==> src/rtl/psubsb_seq_if.sv <==
// Operand/result handshake bundle for the sequential lane-wise saturating subtractor.
interface psubsb_seq_if #(
  parameter int LANE_W    = 4,
  parameter int NUM_LANES = 4
);
  localparam int DW = LANE_W * NUM_LANES;

  logic                 in_valid;
  logic                 in_ready;
  logic [DW-1:0]        a;
  logic [DW-1:0]        b;
  logic                 out_valid;
  logic                 out_ready;
  logic [DW-1:0]        diff;
  logic [NUM_LANES-1:0] lane_sat;
  logic                 error;
  logic                 busy;

  modport master (
    output in_valid, a, b, out_ready,
    input  in_ready, out_valid, diff, lane_sat, error, busy
  );

  modport slave (
    input  in_valid, a, b, out_ready,
    output in_ready, out_valid, diff, lane_sat, error, busy
  );
endinterface

==> src/rtl/psubsb_seq.sv <==
// Lane-wise signed saturating subtract, one lane per cycle through a shared
// LANE_W-bit datapath; IDLE -> CALC (NUM_LANES cycles) -> DONE (held until taken).
module psubsb_lane #(
  parameter int LANE_W = 4
) (
  input  logic [LANE_W-1:0] a_l,
  input  logic [LANE_W-1:0] b_l,
  output logic [LANE_W-1:0] res,
  output logic              ovf
);
  logic [LANE_W:0]   d;
  logic [LANE_W-1:0] sat_val;

  always_comb begin
    d       = {a_l[LANE_W-1], a_l} - {b_l[LANE_W-1], b_l};
    // Operands of differing sign whose result sign flips away from a_l overflowed.
    ovf     = (a_l[LANE_W-1] != b_l[LANE_W-1]) && (d[LANE_W-1] != a_l[LANE_W-1]);
    sat_val = a_l[LANE_W-1] ? {1'b1, {(LANE_W-1){1'b0}}} : {1'b0, {(LANE_W-1){1'b1}}};
    res     = ovf ? sat_val : d[LANE_W-1:0];
  end
endmodule

module psubsb_seq #(
  parameter int LANE_W    = 4,
  parameter int NUM_LANES = 4
) (
  input  logic        clk,
  input  logic        rst,
  psubsb_seq_if.slave io
);
  localparam int DW    = LANE_W * NUM_LANES;
  localparam int IDX_W = (NUM_LANES > 1) ? $clog2(NUM_LANES) : 1;

  typedef enum logic [1:0] {IDLE, CALC, DONE} state_t;

  state_t               state;
  logic [IDX_W-1:0]     idx;
  logic [DW-1:0]        a_q, b_q, diff_q;
  logic [NUM_LANES-1:0] lane_sat_q;
  logic                 in_ready_q, out_valid_q, busy_q;

  logic [LANE_W-1:0]    a_l, b_l, lane_res;
  logic                 lane_ovf;

  assign a_l = a_q[idx*LANE_W +: LANE_W];
  assign b_l = b_q[idx*LANE_W +: LANE_W];

  psubsb_lane #(.LANE_W(LANE_W)) u_lane (
    .a_l (a_l),
    .b_l (b_l),
    .res (lane_res),
    .ovf (lane_ovf)
  );

  always_ff @(posedge clk) begin
    if (rst) begin
      state       <= IDLE;
      idx         <= '0;
      a_q         <= '0;
      b_q         <= '0;
      diff_q      <= '0;
      lane_sat_q  <= '0;
      in_ready_q  <= 1'b1;
      out_valid_q <= 1'b0;
      busy_q      <= 1'b0;
    end else begin
      case (state)
        IDLE: if (io.in_valid) begin
          a_q        <= io.a;
          b_q        <= io.b;
          diff_q     <= '0;
          lane_sat_q <= '0;
          idx        <= '0;
          in_ready_q <= 1'b0;
          busy_q     <= 1'b1;
          state      <= CALC;
        end
        CALC: begin
          diff_q[idx*LANE_W +: LANE_W] <= lane_res;
          lane_sat_q[idx]              <= lane_ovf;
          if (idx == IDX_W'(NUM_LANES-1)) begin
            idx         <= '0;
            busy_q      <= 1'b0;
            out_valid_q <= 1'b1;
            state       <= DONE;
          end else begin
            idx <= idx + 1'b1;
          end
        end
        DONE: if (io.out_ready) begin
          out_valid_q <= 1'b0;
          in_ready_q  <= 1'b1;
          state       <= IDLE;
        end
        default: state <= IDLE;
      endcase
    end
  end

  assign io.in_ready  = in_ready_q;
  assign io.out_valid = out_valid_q;
  assign io.busy      = busy_q;
  assign io.diff      = diff_q;
  assign io.lane_sat  = lane_sat_q;
  assign io.error     = |lane_sat_q;
endmodule

==> src/flat_wrapper.sv <==
// flat-port wrapper written by rule: the top's interface ports become plain ports
module psubsb_seq_flat 
#(
  parameter int LANE_W    = 4,
  parameter int NUM_LANES = 4
)
  (clk, rst, io_in_valid, io_a, io_b, io_out_ready, io_in_ready, io_out_valid, io_diff, io_lane_sat, io_error, io_busy);
  psubsb_seq_if #(.LANE_W(LANE_W), .NUM_LANES(NUM_LANES)) io_i ();
  input  logic clk;
  input  logic rst;
  input wire logic [$bits(io_i.in_valid)-1:0] io_in_valid;
  input wire logic [$bits(io_i.a)-1:0] io_a;
  input wire logic [$bits(io_i.b)-1:0] io_b;
  input wire logic [$bits(io_i.out_ready)-1:0] io_out_ready;
  output wire logic [$bits(io_i.in_ready)-1:0] io_in_ready;
  output wire logic [$bits(io_i.out_valid)-1:0] io_out_valid;
  output wire logic [$bits(io_i.diff)-1:0] io_diff;
  output wire logic [$bits(io_i.lane_sat)-1:0] io_lane_sat;
  output wire logic [$bits(io_i.error)-1:0] io_error;
  output wire logic [$bits(io_i.busy)-1:0] io_busy;
  assign io_i.in_valid = io_in_valid;
  assign io_i.a = io_a;
  assign io_i.b = io_b;
  assign io_i.out_ready = io_out_ready;
  assign io_in_ready = io_i.in_ready;
  assign io_out_valid = io_i.out_valid;
  assign io_diff = io_i.diff;
  assign io_lane_sat = io_i.lane_sat;
  assign io_error = io_i.error;
  assign io_busy = io_i.busy;
  psubsb_seq #(.LANE_W(LANE_W), .NUM_LANES(NUM_LANES)) u_core (.clk(clk), .rst(rst), .io(io_i));
endmodule
==> config.mk <==
export PLATFORM = sky130hd
export DESIGN_NAME = psubsb_seq_flat
export DESIGN_NICKNAME = d
export VERILOG_FILES = /design/src/rtl/psubsb_seq_if.sv /design/src/rtl/psubsb_seq.sv /design/src/flat_wrapper.sv
export SDC_FILE = /design/constraint.sdc
export NUM_CORES = 1
export LEC_CHECK = 0
export BUFFER_PORTS_ARGS = -buffer_cell sky130_fd_sc_hd__buf_2
export CORE_UTILIZATION = 49
export CTS_CLUSTER_DIAMETER = 200
export DETAILED_ROUTE_END_ITERATION = 8
export PLACE_DENSITY_LB_ADDON = 0.12
export SLEW_MARGIN = 5
export SYNTH_ARGS = -nofsm -noshare
export SYNTH_HDL_FRONTEND = slang
export SYNTH_SLANG_ARGS = --single-unit
==> constraint.sdc <==
create_clock -name clk -period 4.5 [get_ports clk]
set_input_delay 0.225 -clock clk [delete_from_list [all_inputs] [get_ports clk]]
set_output_delay 0.225 -clock clk [all_outputs]
set_load 0.05 [all_outputs]
### After elaboration in Yosys (flattened, before gate mapping)

Index checks and enable logic that the tools add are counted.

* register bits after elaboration: 59
* input port bits: 36
* output and inout port bits: 24
* word-level logic and storage cells: 65

* add/subtract/negate cells: 3
* order comparisons: 2
* eq/ne operators: 8
* shift operators: 4
* muxes and demuxes: 26
* reduce and logical (&&, ||, !) cells: 13

Operator list (count)
* negation 4 -> 34 bit: 1
* variable shift 4 x 34 -> 16 bit (first input constant): 1
* variable part select 4 x 34 -> 16 bit: 1
* case mux 16 bit (2 select lines): 1
* variable part select 16 x 5 -> 4 bit: 2
* bitwise mux 16 bit: 1
* 2-to-1 mux 16 bit: 1
* 2-to-1 mux 4 bit: 3
* AND reduction 3 bit: 4
* 2-to-1 mux 2 bit: 5
* case mux 4 bit (2 select lines): 1
* 2-to-1 mux 1 bit: 7
* case mux 1 bit (2 select lines): 3
* case mux 2 bit (3 select lines): 1
* nonzero test 2 bit: 3
* bitwise mux 4 bit: 1
* == test 2 bit (second input constant): 2
* inequality test 2 bit (second input constant): 2
* case mux 2 bit (2 select lines): 1
* AND reduction 2 bit: 2
* OR reduction 4 bit: 1
* subtractor 4 bit: 1
* less-than comparator 2 x 3 -> 1 bit (second input constant): 1
* adder 2 x 1 -> 2 bit (second input constant): 1
* 7 further kinds: 9

### Logic depth before layout (Yosys ltp)

Gate-level depths: netlist of the first run.

* depth in word-level cells: 8
* gate-level depth with buffers: 12
* depth with buffers taken out: 11

### Modules after synthesis

A second synthesis of the first run with hierarchy kept.

* cell total of the unflattened synthesis: 292
* area total of the unflattened synthesis: 2718.9 sq um

By module, submodules not included
* psubsb_seq: times used 1, cells each 267, area an instance 2531.2 sq um, seq. area each 1181.1 sq um
* psubsb_lane: times used 1, cells each 25, area an instance 187.7 sq um, seq. area each 0.0 sq um

### Least setup slack after synthesis of the first run

No wires, ideal clock.

* path kind: register to register
* start: register u_core.idx[0]
* end: register u_core.lane_sat_q[3], in the netlist u_core.io.lane_sat[3]
* setup time: 62 ps
* data arrival time: 3141 ps
* required time: 4438 ps
* setup slack: 1297 ps
* stages on the path, launching flop included: 10
* buffers on the path: 1
* clock period less this slack: 3203 ps
* cells stage by stage: dfxtp_1 buf_2 mux4_2 ha_1 a21o_1 a21oi_1 fa_1 or3b_1 a21oi_2 a32o_1

* longest elaborated chain between the ends: 6
* elaborated cells between the ends (all ways): 13
* classes of those cells: add/sub (1); order compare (2); eq/ne (2); shift (2); mux (4); reduce/logical (2)

Ends and longest elaborated chain
* from (decl): line psubsb_seq.sv:37 `logic [IDX_W-1:0] idx;`
* from (signal assigned): line psubsb_seq.sv:87 `idx <= idx + 1'b1;`
* variable part select 16 x 5 -> 4 bit (tied with other cells): line psubsb_seq.sv:45 `assign a_l = a_q[idx*LANE_W +: LANE_W];`
* subtractor 4 bit / logical AND 1 bit (equally long branches): line psubsb_seq.sv:15, psubsb_seq.sv:80
* inequality test 1 bit / 2-to-1 mux 1 bit (equally long branches): line psubsb_seq.sv:17, psubsb_seq.sv:80
* logical AND 1 bit / demux 1 bit (select 2 bit) (equally long branches)
* bitwise mux 4 bit (*): line psubsb_seq.sv:80 `lane_sat_q[idx] <= lane_ovf;`
* case mux 4 bit (2 select lines) (*): line psubsb_seq.sv:67 `case (state)`
* to (signal, indexed assignment): line psubsb_seq.sv:80
* to (decl): line psubsb_seq.sv:39 `logic [NUM_LANES-1:0] lane_sat_q;`

Every way passes the cells marked *; elsewhere a longest branch is shown, timed or not.
A chain may end at the register's enable or synchronous reset.

### Final worst setup path of the first run

Ends and elaborated chain as after synthesis.

==> results.toml, run 1 <==
[power]
seq_power_share = 0.486
leakagePower_uw = 0.00129
p_clk_frac = 0.349
swShare = 0.289
power.density_mw_per_mm2 = 372
combPwrFrac = 0.165
p_sw_uw = 337
intPower_uw = 828
ir_drop_mv = 0.212

[synth]
synth.ff_latch_count = 59
synthesis.area_mm2 = 0.00264
syn_nets = 349
synth_edf_count = 0
ys_seq_area_frac = 0.447
synth_warnings = 0
netlist_instances = 304
synthDistinctLibCells = 42
synthFlopType = "dfxtp_1"
syn_avg_cell_area_um2 = 8.70
synthArstFlopShare = 0

[global_routing]
grt_max_degree = 53
track_usage = 0.233
grt_pass1_vias = 2080
gr-total-overflow = 0
antenna_found_initial = 0
grt_pass1_wl_um = 9910

[routing]
drt-initial-drc-count = 125
wl_per_cell_um = 13.9
vias = 2305
first_pass_iters = 4
routed_wl_um = 6010
vias_per_cell = 5.35
antenna_left = 0
drc = 0

[layout]
fillers = 499
final_cell_area_mm2 = 0.00313
fin_nets = 402
layout-drive-gt1-share = 0.233
diodes = 0
syn_to_final_growth_pct = 18.4
layout_commonest_cell = "nand2_1"
layout_common_cells = "75 x nand2_1, 59 x buf_2, 59 x dfxtp_1"

[floorplan]
coreArea_mm2 = 0.00514
fp-row-count = 26
die-area_mm2 = 0.00569
die_x_um = 75.5
io_pins = 60
initial_core_util = 0.514
chipHeight_um = 75.5

[sta]
period_share = 0.791
setup_violations = 0
finalCriticalPeriod_ps = 3560
skew_ps = 8.58
tns_ps = 0
worst_pin_slew_ps = 1210
rsz0062_at_grt = "no"
fmax_ghz = 0.281
hold_slack_ps = 126
finalHoldViolCount = 0
setup_slack_ps = 939
finalMaxSlewViolations = 0
max_slew_margin = 0.192

[cts]
clock_sinks = 59
cts_root_buf = "clkbuf_8"
post_cts_buffers = 0
cts_buffers = 9
cts.repair.resized = 0
clkLatencyLatePin_ps = 330
cts.hold.buffers_added = 0
path_clk_slew_ps = 70
h-tree-depth = 3
cts_tree = "built"
cts_max_path_buffers = 2

[setup_path]
critPathLaunchType = "register"
crit_arrival_ps = 3840
ff2ff_setup_slack_ps = 940
cp-end-kind = "register"
crit_type = "reg -> reg"
path_max_fanout = 16
worstPathRequired_ps = 4780

[run]
drv_cap = 0

[outcome]
status = "completed"

[placed_design]
hpwl_um = 4210
postPlaceCellArea_mm2 = 0.00297
place_congestion = 0.830
numPortBuffers = 59
place_worst_setup_slack_ps = 941

[worst_hold_path]
hold_path.class = "in -> reg"
==> layer usage <==
layer	vias up	track usage	part of all wire
li1	1167	-	-
met1	1055	0.333	0.48
met2	75	0.355	0.45
met3	8	0.0410	0.055
met4	0	0.0864	0.014
met5	-	0	0
==> metrics by stage <==
stage                     power, µW   util  cells
after global placement          767  0.578    416
after detailed placement        769  0.578    416
after global routing           1220  0.609    431
after CTS                      1170  0.609    431
final                          1170  0.609    431
after floorplan                 714      -    304
==> cell families after synthesis <==
| group | synth area share |
|---|---|
| adders and majority gates | 0.0483 |
| muxes | 0.0738 |
| buffers and inverters | 0.0407 |
| AOI/OAI and AO/OA | 0.168 |
| and+or+nand+nor | 0.219 |
| DFF | 0.447 |
| xor gates and xnor gates | 0.00331 |
==> Yosys cell counts (2+ instances only) <==
cell type  number  share of area
or3_1           2         0.0047
nor2b_1         4         0.0095
or2b_1          2         0.0057
o31ai_1         8          0.023
nand2b_1        6          0.014
nor4_1          2         0.0047
a22o_1          3         0.0099
dfxtp_1        59           0.45
nor3_1          6          0.011
mux4_2          7          0.060
and3b_1         3         0.0099
nor2_1         15          0.021
buf_1           2         0.0028
ha_1            7          0.033
fa_1            2          0.015
o21ai_1         4         0.0076
buf_2           2         0.0038
nor3b_1         2         0.0057
nand2_1        75           0.11
nand3b_1        4          0.011
inv_1          10          0.014
a32oi_1         6          0.020
a21oi_1        40          0.076
clkbuf_1       14          0.020
a22oi_1         2         0.0057
==> power groups by stage <==
stage / combinational [µW] / sequential, µW / clock (µW)
floorplan: 131 / 584 / 0
global placement: 189 / 577 / 0
detailed placement: 192 / 577 / 0
CTS: 193 / 566 / 414
global route: 214 / 570 / 437
finish: 192 / 566 / 407
==> area by class of cell <==
type | instances | area [µm²] | area share
Sequential cell | 59 | 1180 | 0.377
Clock buffer | 12 | 145 | 0.0464
Timing Repair Buffer | 60 | 303 | 0.0968
Tap cell | 70 | 87.6 | 0.0280
Inverter | 10 | 37.5 | 0.0120
Multi-Input combinational cell | 217 | 1360 | 0.435
Clock inverter | 3 | 15.0 | 0.00480
==> sequential cells by signal, indices dropped and copies added (netlist names) <==
signal	count
u_core.a_q	16
u_core.b_q	16
u_core.idx	2
u_core.io.busy	1
u_core.io.diff	16
u_core.io.in_ready	1
u_core.io.lane_sat	4
u_core.io.out_valid	1
u_core.state	2
==> critical path, cell delays in order, from the launching register on <==
cell	delay, ps
dfxtp_1	790
mux4_2	600
inv_1	120
ha_1	250
a21o_1	150
a21oi_1	210
fa_1	530
or3b_1	440
a21oi_2	230
a32o_1	190
==> final timing paths <==
check	cells after the start	endpoint	startpoint
hold reg to reg	2	u_core.io.diff[2]	u_core.io.diff[2]
hold / removal	3	u_core.b_q[10]	io_b[10]
setup reg to reg	9	u_core.io.lane_sat[3]	u_core.idx[0]
setup / recovery	9	u_core.io.lane_sat[3]	u_core.idx[0]
Power figures use the tool's default switching activity.
==> run 2, diff against run 1 <==
Settings changed: ABC_AREA set to 1, CORE_UTILIZATION 49 to 48.
Clock period 4.5 ns to 3.1 ns, I/O delays scaled along.
==> results.toml, run 2 <==
[setup_path]
ff2ff_setup_slack_ps = 300
regToRegEndpoint = "u_core.io.diff[12]"
critPathLaunchType = "register"
cp-end-kind = "register"
r2r_cells = 15
crit_arrival_ps = 3080
endpoint = "u_core.io.diff[12]"
crit_type = "reg -> reg"
rr_startpoint = "u_core.idx[0]"
worstPathRequired_ps = 3380
cp-startpoint = "u_core.idx[0]"
path_max_fanout = 17

[floorplan]
coreArea_mm2 = 0.00551
fp-row-count = 27
initial_core_util = 0.495
die-area_mm2 = 0.00599
chipHeight_um = 77.4
die_x_um = 77.4
io_pins = 60

[cts]
clkLatencyLatePin_ps = 340
cts_buffers = 9
clock_sinks = 59
cts_tree = "built"
cts.hold.buffers_added = 0
h-tree-depth = 3
cts_root_buf = "clkbuf_8"
path_clk_slew_ps = 70
cts_max_path_buffers = 2
post_cts_buffers = 0
cts.repair.resized = 0

[synth]
synthArstFlopShare = 0
synth_most_common_cell = "nor2_1"
synthesis.area_mm2 = 0.00273
syn_nets = 424
synth_warnings = 0
synth_top_cells_by_count = "100 x nor2_1, 59 x dfxtp_1, 57 x nand2_1"
yosysTopAreaCell = "dfxtp_1"
synthDistinctLibCells = 29
yosysTopAreaCellShare = 0.433
synth_edf_count = 0
synth.ff_latch_count = 59
syn_avg_cell_area_um2 = 7.20
netlist_instances = 379
ys_seq_area_frac = 0.433
synthFlopType = "dfxtp_1"
synth.area.top_cells = "dfxtp_1 43%, nor2_1 14%, nand2_1 7.8%"

[global_routing]
gr-total-overflow = 0
grt_pass1_wl_um = 10100
grt_pass1_vias = 2334
grt_max_degree = 34
track_usage = 0.215
antenna_found_initial = 0

[layout]
fillers = 537
final_cell_area_mm2 = 0.00328
regArea_mm2 = 0.00118
layout-drive-gt1-share = 0.219
multi_input_area_mm2 = 0.00135
diodes = 0
syn_to_final_growth_pct = 20.1
postLayoutCoreUtil = 0.595
fin_nets = 483
layout_commonest_cell = "nor2_1"
layout_common_cells = "100 x nor2_1, 59 x buf_2, 59 x dfxtp_1"

[sta]
tns_ps = 0
hold_slack_ps = 65.3
finalMaxSlewViolations = 0
max_slew_margin = 0.472
worst_pin_slew_ps = 792
skew_ps = 10.7
finalHoldViolCount = 0
setup_violations = 0
finalCriticalPeriod_ps = 2800
fmax_ghz = 0.357
rsz0062_at_grt = "no"
period_share = 0.903

[power]
leakagePower_uw = 0.00147
power.density_mw_per_mm2 = 582
ir_drop_mv = 0.338

[routing]
first_pass_iters = 5
vias_per_cell = 4.87
drc = 0
routed_wl_um = 5820
drt-initial-drc-count = 108
wl_per_cell_um = 11.3
vias = 2506
antenna_left = 0

[placed_design]
hpwl_um = 4220
postPlaceCellArea_mm2 = 0.00308
place_congestion = 0.817
numPortBuffers = 59

[run]
drv_cap = 0

[outcome]
status = "completed"

[worst_hold_path]
hold_path.class = "in -> reg"
min_from = "io_a[5]"
## run 2: cell count changes in the layout (fill, tap and decap cells not counted), moves of 7 or more
cell	previous run	this run
a21oi_1	40	25
buf_4	1	8
nor2_1	15	100
nand3_1	1	13
nand2_2	0	7
o21ai_0	1	38
o31ai_1	8	0
inv_1	10	25
nand2_1	75	57
mux4_2	7	0
## run 2: worst min path at each step
stage | to | cells past startpoint | slack (ps)
after floorplan | u_core.a_q[0] | 2 | 320
after global placement | u_core.b_q[12] | 3 | 400
after detailed placement | u_core.a_q[2] | 3 | 410
after CTS | u_core.a_q[5] | 3 | 60
after global routing | u_core.a_q[5] | 3 | 80
final | u_core.a_q[5] | 3 | 70
## run 2: stage by stage
step           setup WS (ps)  total power (µW)  std cells
2_1_floorplan            189              1160        379
3_3_place_gp             325              1250        499
3_5_place_dp             230              1260        499
4_1_cts                  224              1920        515
5_1_grt                 17.8              2020        515
6_report                 300              1910        515
## run 2: kinds of logic after synthesis
kind of cell,synth area share
AOI/OAI and AO/OA,0.139
DFF,0.433
adders and majority gates,0.0468
and+or+nand+nor,0.306
buffers and inverters,0.0725
xor gates and xnor gates,0.00321
## run 2: area by class of cell
type,count,area share
Multi-Input combinational cell,273,0.413
Clock buffer,15,0.0569
Tap cell,72,0.0275
Clock inverter,1,0.00153
Sequential cell,59,0.360
Timing Repair Buffer,67,0.108
Inverter,28,0.0321
## run 2: routing by layer
layer | up-vias | GRT usage | share of wire
met5 | - | 0 | 0
met4 | 0 | 0.0679 | 0.0084
met3 | 7 | 0.0647 | 0.050
met2 | 57 | 0.373 | 0.48
met1 | 1101 | 0.252 | 0.46
li1 | 1341 | - | -
## run 2: power by group
| group | switching (µW) | internal, µW | total [µW] |
|---|---|---|---|
| sequential | 25.5 | 806 | 832 |
| clock | 283 | 377 | 660 |
| combinational | 270 | 147 | 417 |
| total | 578 | 1330 | 1910 |
## run 2: critical path, stage by stage (launching register included)
cell	delay, ps
dfxtp_1	380
buf_4	240
nand2_1	70
a32o_1	250
ha_1	330
nand2_1	80
nor2_1	50
a211oi_2	190
fa_1	500
inv_1	120
nand3_4	110
nand2_2	90
nand4_1	120
nor2_1	120
nor2_1	50
nor2_1	70
==> run 3, diff against run 2 <==
==> constraint.sdc (replaced) <==
create_clock -name clk -period 3.1 [get_ports clk]
set_input_delay 0.93 -clock clk [delete_from_list [all_inputs] [get_ports clk]]
set_output_delay 0.93 -clock clk [all_outputs]
set_load 0.05 [all_outputs]
==> results.toml, run 3 (synthesized netlist as in run 2, its figures left out) <==
[outcome]
status = "complete, but fails checks"
violations = "DRC"

[placed_design]
numPortBuffers = 59
hpwl_um = 4290
place_congestion = 0.802
dp_cells = 499
place_worst_setup_slack_ps = 164

[sta]
setup_slack_ps = 268
hold_slack_ps = 459
fmax_ghz = 0.353
setup_violations = 0
skew_ps = 10.5
finalHoldViolCount = 0
max_slew_margin = 0.383
finalMaxSlewViolations = 0
tns_ps = 0
period_share = 0.914
worst_pin_slew_ps = 925
finalCriticalPeriod_ps = 2830
rsz0062_at_grt = "no"

[cts]
cts.hold.buffers_added = 0
h-tree-depth = 3
cts_max_path_buffers = 2
cts.repair.resized = 0
cts_tree = "built"
cts_root_buf = "clkbuf_8"
path_clk_slew_ps = 70
cts_buffers = 9
clkLatencyLatePin_ps = 330
clock_sinks = 59
post_cts_buffers = 0

[routing]
routed_wl_um = 5990
vias = 2540
antenna_left = 0
vias_per_cell = 4.93
drc = 2
drt-initial-drc-count = 95
first_pass_iters = 6
wl_per_cell_um = 11.6

[global_routing]
antenna_found_initial = 0
grt_max_degree = 41
grt_pass1_wl_um = 10300
grt_pass1_vias = 2331
gr-total-overflow = 0
track_usage = 0.217

[floorplan]
initial_core_util = 0.495
coreArea_mm2 = 0.00551
fp-row-count = 27
die_x_um = 77.4
die-area_mm2 = 0.00599
chipHeight_um = 77.4
io_pins = 60

[setup_path]
cp_top_family = "adder cells"
crit_type = "reg -> reg"
crit_path_top_delay_cell = "fa_1"
critPathLaunchType = "register"
cp_num_buf_inv = 2
crit_path_cell_trace = "buf_4, nand2_1, a32o_1, ha_1, nand2_1, nor2_1, a211oi_2, fa_1, inv_1, nand3_4, nand2_2, nand4_1, nor2_1, nor2_1, nor2_1"
worstPathRequired_ps = 3370
regToRegEndpoint = "u_core.io.diff[4]"
rr_startpoint = "u_core.idx[0]"
cp_common_cell = "nor2_1"
ff2ff_setup_slack_ps = 270
crit_arrival_ps = 3100
r2r_cells = 15
cp-end-kind = "register"
path_max_fanout = 9
crit_path_max_incr_delay_ps = 510

[run]
drv_cap = 0

[worst_hold_path]
min_from = "u_core.io.diff[15]"
hold_path_end = "u_core.io.diff[15]"
hold_path.class = "reg -> reg"
hold_depth = 2

[layout]
postLayoutCoreUtil = 0.592
layout_common_cells = "100 x nor2_1, 59 x buf_2, 59 x dfxtp_1"
syn_to_final_growth_pct = 19.4
fin_nets = 483
fin_cells = 515
layout_commonest_cell = "nor2_1"
layout-drive-gt1-share = 0.217
diodes = 0

[power]
power.density_mw_per_mm2 = 573
leakagePower_uw = 0.00146
ir_drop_mv = 0.291
## run 3: cell count changes in the layout (fill, tap and decap cells not counted), sizes merged
cell / change
clkbuf: -1
clkinv: +1
## run 3: layout make-up
cell class / count / area (µm²)
clock inverter: 2 / 10.0
inverter: 28 / 105
sequential: 59 / 1180
multi-input combinational: 273 / 1350
fill: 541 / 2250
timing repair buffer: 67 / 355
tap: 72 / 90.1
clock buffer: 14 / 163
## run 3: worst max-delay path by stage
stage / to / depth (start not counted) / slack, ps / startpoint
final: u_core.io.diff[4] / 15 / 270 / u_core.idx[0]
after global routing: u_core.io.diff[4] / 15 / 70 / u_core.idx[0]
after CTS: u_core.io.diff[4] / 15 / 160 / u_core.idx[0]
after detailed placement: u_core.io.diff[4] / 15 / 160 / u_core.idx[0]
after global placement: u_core.io.diff[4] / 15 / 340 / u_core.idx[0]
after floorplan: u_core.io.diff[12] / 16 / 190 / u_core.idx[0]
## run 3: per-layer routing
metal,share of wire,routed length [µm],GRT usage,up-vias
met5,0,0,0,-
met4,0.011,67,0.0792,0
met3,0.034,205,0.0435,7
met2,0.48,2890,0.381,54
met1,0.47,2830,0.262,1139
li1,-,-,-,1340
## run 3: where the power goes
part | leakage, µW | total [µW] | switching, µW | internal [µW]
clock network | 0.0000905 | 616 | 284 | 332
registers | 0.000484 | 832 | 26.4 | 806
logic | 0.000887 | 420 | 271 | 148
total | 0.00146 | 1870 | 582 | 1290
## run 3: worst min-delay path: cells and delay by family (launching register included)
kind,cells,cell delay (ps)
and+or+nand+nor,1,60
DFF,1,310
AOI/OAI and AO/OA,1,50
## run 3: through the flow
stage / cell area (µm²) / total power [µW]
after floorplan: 2730 / 1160
after global placement: 3080 / 1250
after detailed placement: 3080 / 1270
after CTS: 3250 / 1880
after global routing: 3260 / 1980
final: 3260 / 1870
